===== src/rtl/lzrw1_stream_sequencer.sv =====
// rtl/lzrw1_stream_sequencer.sv - splits an LZRW1 byte stream into literal/copy items for the decompressor
`timescale 1ns/1ps
module lzrw1_stream_sequencer #(
   parameter int CW_BITS     = 8,
   parameter int COUNT_WIDTH = 16
) (
   input  logic                   clock,
   input  logic                   reset,
   input  logic                   start,
   input  logic [7:0]             in_byte,
   input  logic                   in_valid,
   input  logic                   in_last,
   output logic                   in_ready,
   output logic [15:0]            dec_data_in,
   output logic                   dec_control_word_in,
   output logic                   dec_data_in_valid,
   input  logic                   dec_busy,
   output logic [COUNT_WIDTH-1:0] items_issued,
   output logic                   done,
   output logic                   trunc_err
);

   // Item index width; the stream format fixes eight items per control byte.
   localparam int IDX_W = (CW_BITS > 1) ? $clog2(CW_BITS) : 1;
   localparam logic [IDX_W-1:0] IDX_LAST = IDX_W'(CW_BITS - 1);

   localparam logic [2:0] ST_IDLE      = 3'd0;
   localparam logic [2:0] ST_FETCH_CW  = 3'd1;
   localparam logic [2:0] ST_FETCH_B0  = 3'd2;
   localparam logic [2:0] ST_FETCH_B1  = 3'd3;
   localparam logic [2:0] ST_ISSUE     = 3'd4;
   localparam logic [2:0] ST_WAIT_IDLE = 3'd5;
   localparam logic [2:0] ST_FINISH    = 3'd6;

   logic [2:0]             state_q, state_d;
   logic [CW_BITS-1:0]     ctrl_q, ctrl_d;
   logic [IDX_W-1:0]       idx_q, idx_d;
   logic [7:0]             b0_q, b0_d;
   logic                   last_q, last_d;
   logic [15:0]            data_q, data_d;
   logic                   cw_q, cw_d;
   logic                   valid_q, valid_d;
   logic                   ready_q, ready_d;
   logic [COUNT_WIDTH-1:0] cnt_q, cnt_d;
   logic                   done_q, done_d;
   logic                   trunc_q, trunc_d;

   logic                   xfer;
   logic                   cur_bit;

   // Next-state logic: byte parsing, item issue handshake and stream bookkeeping.
   always_comb begin
      state_d = state_q;
      ctrl_d  = ctrl_q;
      idx_d   = idx_q;
      b0_d    = b0_q;
      last_d  = last_q;
      data_d  = data_q;
      cw_d    = cw_q;
      cnt_d   = cnt_q;
      trunc_d = trunc_q;

      // in_ready is a register, so accepting a byte never depends combinationally on in_valid.
      xfer    = in_valid && ready_q;
      // Item k of a group uses control bit (CW_BITS-1-k): the MSB describes the first item.
      cur_bit = ctrl_q[IDX_LAST - idx_q];

      case (state_q)
         ST_IDLE: begin
            if (start) begin
               cnt_d   = '0;
               trunc_d = 1'b0;
               state_d = ST_FETCH_CW;
            end
         end
         ST_FETCH_CW: begin
            if (xfer) begin
               ctrl_d  = CW_BITS'(in_byte);
               idx_d   = '0;
               // A control byte flagged last closes the stream with an empty group.
               state_d = in_last ? ST_FINISH : ST_FETCH_B0;
            end
         end
         ST_FETCH_B0: begin
            if (xfer) begin
               b0_d = in_byte;
               if (!cur_bit) begin
                  // Literal: the item is complete with this byte.
                  data_d  = {8'h00, in_byte};
                  cw_d    = 1'b0;
                  last_d  = in_last;
                  state_d = ST_ISSUE;
               end else if (in_last) begin
                  // Copy item cut off after its first byte: nothing is issued.
                  trunc_d = 1'b1;
                  state_d = ST_FINISH;
               end else begin
                  state_d = ST_FETCH_B1;
               end
            end
         end
         ST_FETCH_B1: begin
            if (xfer) begin
               data_d  = {b0_q, in_byte};
               cw_d    = 1'b1;
               last_d  = in_last;
               state_d = ST_ISSUE;
            end
         end
         ST_ISSUE: begin
            // Busy seen high, even on the first ISSUE cycle, means the item was taken.
            if (dec_busy) begin
               if (cnt_q != {COUNT_WIDTH{1'b1}}) begin
                  cnt_d = cnt_q + COUNT_WIDTH'(1);
               end
               state_d = ST_WAIT_IDLE;
            end
         end
         ST_WAIT_IDLE: begin
            // The next item is only fetched once the decompressor has gone idle.
            if (!dec_busy) begin
               if (last_q) begin
                  state_d = ST_FINISH;
               end else if (idx_q == IDX_LAST) begin
                  idx_d   = '0;
                  state_d = ST_FETCH_CW;
               end else begin
                  idx_d   = idx_q + IDX_W'(1);
                  state_d = ST_FETCH_B0;
               end
            end
         end
         ST_FINISH: begin
            state_d = ST_IDLE;
         end
         default: begin
            state_d = ST_IDLE;
         end
      endcase

      // Handshake outputs are registered decodes of the next state.
      ready_d = (state_d == ST_FETCH_CW) || (state_d == ST_FETCH_B0) || (state_d == ST_FETCH_B1);
      valid_d = (state_d == ST_ISSUE);
      done_d  = (state_d == ST_FINISH);
   end

   // State and output registers; reset aborts any stream in progress without a done pulse.
   always_ff @(posedge clock or negedge reset) begin
      if (!reset) begin
         state_q <= ST_IDLE;
         ctrl_q  <= '0;
         idx_q   <= '0;
         b0_q    <= '0;
         last_q  <= 1'b0;
         data_q  <= '0;
         cw_q    <= 1'b0;
         valid_q <= 1'b0;
         ready_q <= 1'b0;
         cnt_q   <= '0;
         done_q  <= 1'b0;
         trunc_q <= 1'b0;
      end else begin
         state_q <= state_d;
         ctrl_q  <= ctrl_d;
         idx_q   <= idx_d;
         b0_q    <= b0_d;
         last_q  <= last_d;
         data_q  <= data_d;
         cw_q    <= cw_d;
         valid_q <= valid_d;
         ready_q <= ready_d;
         cnt_q   <= cnt_d;
         done_q  <= done_d;
         trunc_q <= trunc_d;
      end
   end

   assign in_ready            = ready_q;
   assign dec_data_in         = data_q;
   assign dec_control_word_in = cw_q;
   assign dec_data_in_valid   = valid_q;
   assign items_issued        = cnt_q;
   assign done                = done_q;
   assign trunc_err           = trunc_q;

endmodule

===== config.mk =====
export PLATFORM = sky130hd
export DESIGN_NAME = lzrw1_stream_sequencer
export DESIGN_NICKNAME = d
export VERILOG_FILES = /design/src/rtl/lzrw1_stream_sequencer.sv
export SDC_FILE = /design/constraint.sdc
export NUM_CORES = 1
export LEC_CHECK = 0
export CAP_MARGIN = 10
export CELL_PAD_IN_SITES_DETAIL_PLACEMENT = 0
export CELL_PAD_IN_SITES_GLOBAL_PLACEMENT = 1
export CORE_MARGIN = 2
export CORE_UTILIZATION = 45
export DETAILED_ROUTE_END_ITERATION = 10
export GPL_TIMING_DRIVEN = 0
export PLACE_DENSITY = 0.83
export SLEW_MARGIN = 20
export SYNTH_ARGS = -nofsm -noshare
export SYNTH_HDL_FRONTEND = slang
export SYNTH_SLANG_ARGS = --single-unit

===== constraint.sdc =====
create_clock -name clock -period 3.2 [get_ports clock]
set_input_delay 0.32 -clock clock [delete_from_list [all_inputs] [get_ports clock]]
set_output_delay 0.32 -clock clock [all_outputs]
set_load 0.01 [all_outputs]

=== After elaboration in Yosys (flattened, before gate mapping) ===
Index checks and enable logic that the tools add are counted.

* Multiplexer cells: 40
* Reduce and logical (&&, ||, !) cells: 14
* Magnitude comparators: 1
* Add/subtract/negate cells: 3
* Eq/ne operators: 23

{| class="wikitable"
|+ Operators with widths
! cell !! count
|-
| 16-bit 2-to-1 mux || 6
|-
| 16-bit case mux with 2 select lines || 2
|-
| 3-bit 2-to-1 mux || 14
|-
| 2-bit != test (second input constant) || 11
|-
| 3-bit case mux with 6 select lines || 1
|-
| 16-bit by 1-bit adder with 16-bit output (second input constant) || 1
|-
| 16-bit != test (second input constant) || 1
|-
| 3-bit equality test (second input constant) || 5
|-
| 3-bit by 2-bit equality test with 1-bit output (second input constant) || 4
|-
| 4-bit AND reduction || 3
|-
| 1-bit 2-to-1 mux || 11
|-
| 2-bit nonzero test || 4
|-
| 3-bit by 1-bit equality test with 1-bit output (second input constant) || 2
|-
| 1-bit case mux with 2 select lines || 3
|-
| 3-bit case mux with 2 select lines || 1
|-
| 5-bit AND reduction || 1
|-
| 3-bit by 4-bit less-than comparator with 1-bit output (second input constant) || 1
|-
| 2-bit AND reduction || 2
|-
| 3-bit by 1-bit adder with 3-bit output (second input constant) || 1
|-
| 1-bit binary-select mux with 3-bit select || 1
|-
| 3-bit zero test || 1
|-
| 3-bit subtractor (first input constant) || 1
|-
| 1-bit logical OR || 2
|-
| 2-bit 2-to-1 mux || 1
|-
| 1-bit logical AND || 1
|}

* Logic and storage cells: 93
* Bits in registers: 60

=== Longest topological paths before layout ===
* Word-level depth: 9
* Depth in mapped cells: 6
* Mapped depth without buffers: 5

=== Least setup slack after synthesis ===
No wires, ideal clock.

* Path kind: flip-flop to flip-flop
* From: register idx_q[0]
* To: register data_q[7], in the netlist dec_data_in[7]
* Data arrival time: 1.779 ns
* Data required time: 3.075 ns
* Stages on the path, launching flop included: 6
* Slack: 1.297 ns
* Clock period less this slack: 1.903 ns
* Library setup time: 0.125 ns
* Cell sequence: dfrtp_1 > mux2_2 > o22ai_1 > o31ai_4 > buf_4 > mux2_2

* Cells in the longest elaborated chain, start to end: 5

{| class="wikitable"
|+ Ends and longest elaborated chain
! element !! RTL line !! RTL
|-
| start, declared || 37 || <nowiki>logic [IDX_W-1:0] idx_q, idx_d;</nowiki>
|-
| start signal, assigned || 165 || <nowiki>idx_q <= idx_d;</nowiki>
|-
| 3-bit subtractor || 66 || <nowiki>cur_bit = ctrl_q[IDX_LAST - idx_q];</nowiki>
|-
| 1-bit binary-select mux with 3-bit select || 66 ||
|-
| 1-bit 2-to-1 mux (not written as such) || 66 ||
|-
| 2-bit != test (no source line) || n/a ||
|-
| 4-bit AND reduction (no source line) || n/a ||
|-
| end signal, assigned || 168 || <nowiki>data_q <= data_d;</nowiki>
|-
| end, declared || 40 || <nowiki>logic [15:0] data_q, data_d;</nowiki>
|}

Every way passes these cells. The select of a mux whose other input is x is not followed.
A chain may end at the register's enable or synchronous reset.

=== Final worst setup path ===
Same ends and word-level chain as after synthesis.

==> impl_metrics.tcl <==
set metrics [dict create \
    dieArea_sq_um 7024 \
    ys_warn_count 0 \
    yosys-top-cells-count "60 x dfrtp_1, 32 x mux2_2, 14 x a21oi_1, 14 x nand2_1" \
    cts_root_buf "clkbuf_8" \
    grtUsageTotal_pct 19.37 \
    rsz0062_at_grt "false" \
    hpwl_microns 4441 \
    p_clk_share_pct 24.9 \
    syn_inst 245 \
    cp_cell_sequence "mux2_2, o22ai_1, o31ai_4, buf_4, mux2_2" \
    die_x_microns 83.81 \
    met3_usage_pct 4.055 \
    cts_resized 0 \
    cts-htree-levels 3 \
    p_comb_share_pct 36.8 \
    p_int_mw 2.040 \
    place_ws_ns 0.8619 \
    drt_wl_total_microns 6317 \
    cp_top_family "compound AO/OA/AOI/OAI gates" \
    slew_violations 0 \
    end_kind "flip-flop" \
    synth-seq-cells 60 \
    crit_top_cell "mux2_2" \
    synth_edf_count 0 \
    synth.avg_cell_area_sq_um 11.70 \
    p_sw_share_pct 31.77 \
    hold_class "input pin to asynchronous set/reset pin" \
    ys_types 53 \
    dr.pass1.iters 4 \
    final_nets 325 \
    power.leakage_nw 1.572 \
    cp_data_arrival_time_ns 2.47 \
    synthMostInstantiatedCell "dfrtp_1" \
    cts_tree "yes" \
    worst_ir_drop_vdd_mv 0.4919 \
    busiest_layer "met1" \
    final_area_sq_um 3707 \
    max_slew_margin_pct 42.54 \
    min_period_ns 2.256 \
    fp.coreArea_sq_um 6241 \
    critical_path_class "flip-flop to flip-flop" \
    dpl_cell_area_sq_um 3481 \
    cts.clk_slew.worst_paths_ns 0.07 \
    grt_pass1_wl_microns 10800 \
    clock_path_buffers 2 \
    rows 29 \
    routed_via_density 5.733 \
    worst_slack_ns 0.9437 \
    synthesis.area_sq_um 2866 \
    grt_max_degree 44 \
    critPathBufInv 1 \
    globalRouteMet1Util_pct 28.91 \
    die_y_microns 83.81 \
    max_freq_mhz 443.2 \
    powerDensity_nw_per_um2 806.4 \
    synth-main-ff-cell "dfrtp_1" \
    port_buffers 50 \
    globalplace.congestion 0.8345 \
    grt_overflow 0 \
    drv_cap 0 \
    synthArstFlopShare_pct 100.0 \
    antenna_found_initial 0 \
    worst_slew_pin_slew_ns 0.8547 \
    grt_pass1_vias 2143 \
    grt_use_met2_pct 27.05 \
    ios 51 \
    setup.worst_path.start_class "flip-flop" \
    route.antenna.remaining_nets 0 \
    required_ns 3.42 \
    fin_skew_ns 0.006116 \
    finalSetupViolCount 0 \
    hold_viol_final 0 \
    tns_ns 0 \
    period_share_pct 70.51 \
    synth_top_cell_by_area "dfrtp_1" \
    num_vias 2236 \
    drt_iter0_drc 169 \
    max_stage_delay_ns 0.59 \
    power_switching_mw 0.9498 \
    drc 0 \
    start_util_pct 45.93 \
    synth_fp_nets 262 \
    drive_gt1_share_pct 18.85 \
    clock_sinks 60 \
    antenna_cells 0 \
    synth.yosys.seq_area_share_pct 52.38 \
    synth_top_cell_area_share_pct 52.38 \
    seq_power_share_pct 38.2 \
    final_util_pct 59.40 \
    wire_per_inst_microns 16.20 \
    insertion_delay_ns 0.33 \
    status "complete, no violations" \
    syn_to_final_growth_pct 29.33 \
    cpMaxStageDelayCell "o31ai_4" \
    total_power_mw 2.989 \
    synthTopCellsByArea "dfrtp_1 52%, mux2_2 13%, a22o_1 3.4%" \
    cts-buffers-inserted 9 \
    critPathMaxFanout 10 \
]
layout by cell type, fill, tap and decap left out, types with 5 or more instances in the layout:
master	n
nand2b_1	8
nand3_1	5
clkdlybuf4s50_1	49
dfrtp_1	60
clkbuf_8	10
a21oi_1	14
nor2_1	11
mux2_2	32
and3_1	6
o22ai_1	5
nand2_1	14
a22o_1	11
worst paths after layout:
check / startpoint / end / slack [ns] / depth (start not counted)
max reg2reg: idx_q[0] / dec_data_in[7] / 0.94 / 5
min reg2reg: dec_control_word_in / dec_control_word_in / 0.48 / 1
min: reset / items_issued[7] / 0.40 / 2
max: idx_q[0] / dec_data_in[7] / 0.94 / 5
max in group asynchronous: reset / idx_q[0] / 2.30 / 3
min in group clock: dec_control_word_in / dec_control_word_in / 0.48 / 1
kinds of logic (layout without fill, tap and decap cells):
group / Yosys count / count (layout) / synth area share [%]
simple gates: 75 / 75 / 15.06
flops: 60 / 60 / 52.38
compound gates: 58 / 58 / 15.15
mux: 36 / 36 / 13.97
buf+inv: 12 / 80 / 1.790
fa+ha+maj: 4 / 4 / 1.659
through the flow:
stage,hold slack [ns],instances
after detailed placement,0.2112,373
after global routing,0.4206,390
after floorplan,0.02441,245
after global placement,0.4673,372
final,0.3982,390
after CTS,0.3946,390
repair_timing:
action,CTS,global route
hold buffers,1,0
setup buffers,0,0
hold endpoints to repair,17,0
power by group through the flow:
stage / logic (mW) / registers, mW / clock network, mW
global route: 1.20 / 1.18 / 0.804
floorplan: 0.645 / 1.18 / 0
detailed placement: 1.09 / 1.16 / 0
CTS: 1.10 / 1.14 / 0.761
global placement: 1.08 / 1.15 / 0
finish: 1.10 / 1.14 / 0.746
flip-flops by register name, summed over array words and instances, names as in the netlist:
signal and cells:
dec_control_word_in 1, ctrl_q 8, in_ready 1, last_q 1
done 1, state_q 3, dec_data_in_valid 1, b0_q 8
dec_data_in 16, trunc_err 1, items_issued 16, idx_q 3
final cells by class:
| cell class | count | area (sq um) |
|---|---|---|
| clock inverter | 5 | 75.07 |
| sequential | 60 | 1501 |
| buffer | 8 | 36.28 |
| inverter | 4 | 15.01 |
| clock buffer | 11 | 141.4 |
| fill | 530 | 2534 |
| timing repair buffer | 52 | 528.0 |
| multi-input combinational | 173 | 1314 |
| tap | 77 | 96.34 |
layer usage:
| layer | part of all wire [%] | up-vias |
|---|---|---|
| li1 | - | 1065 |
| met1 | 49 | 1103 |
| met2 | 45 | 57 |
| met3 | 4.1 | 11 |
| met4 | 1.8 | 0 |
| met5 | 0 | - |
Power figures use the tool's default switching activity.
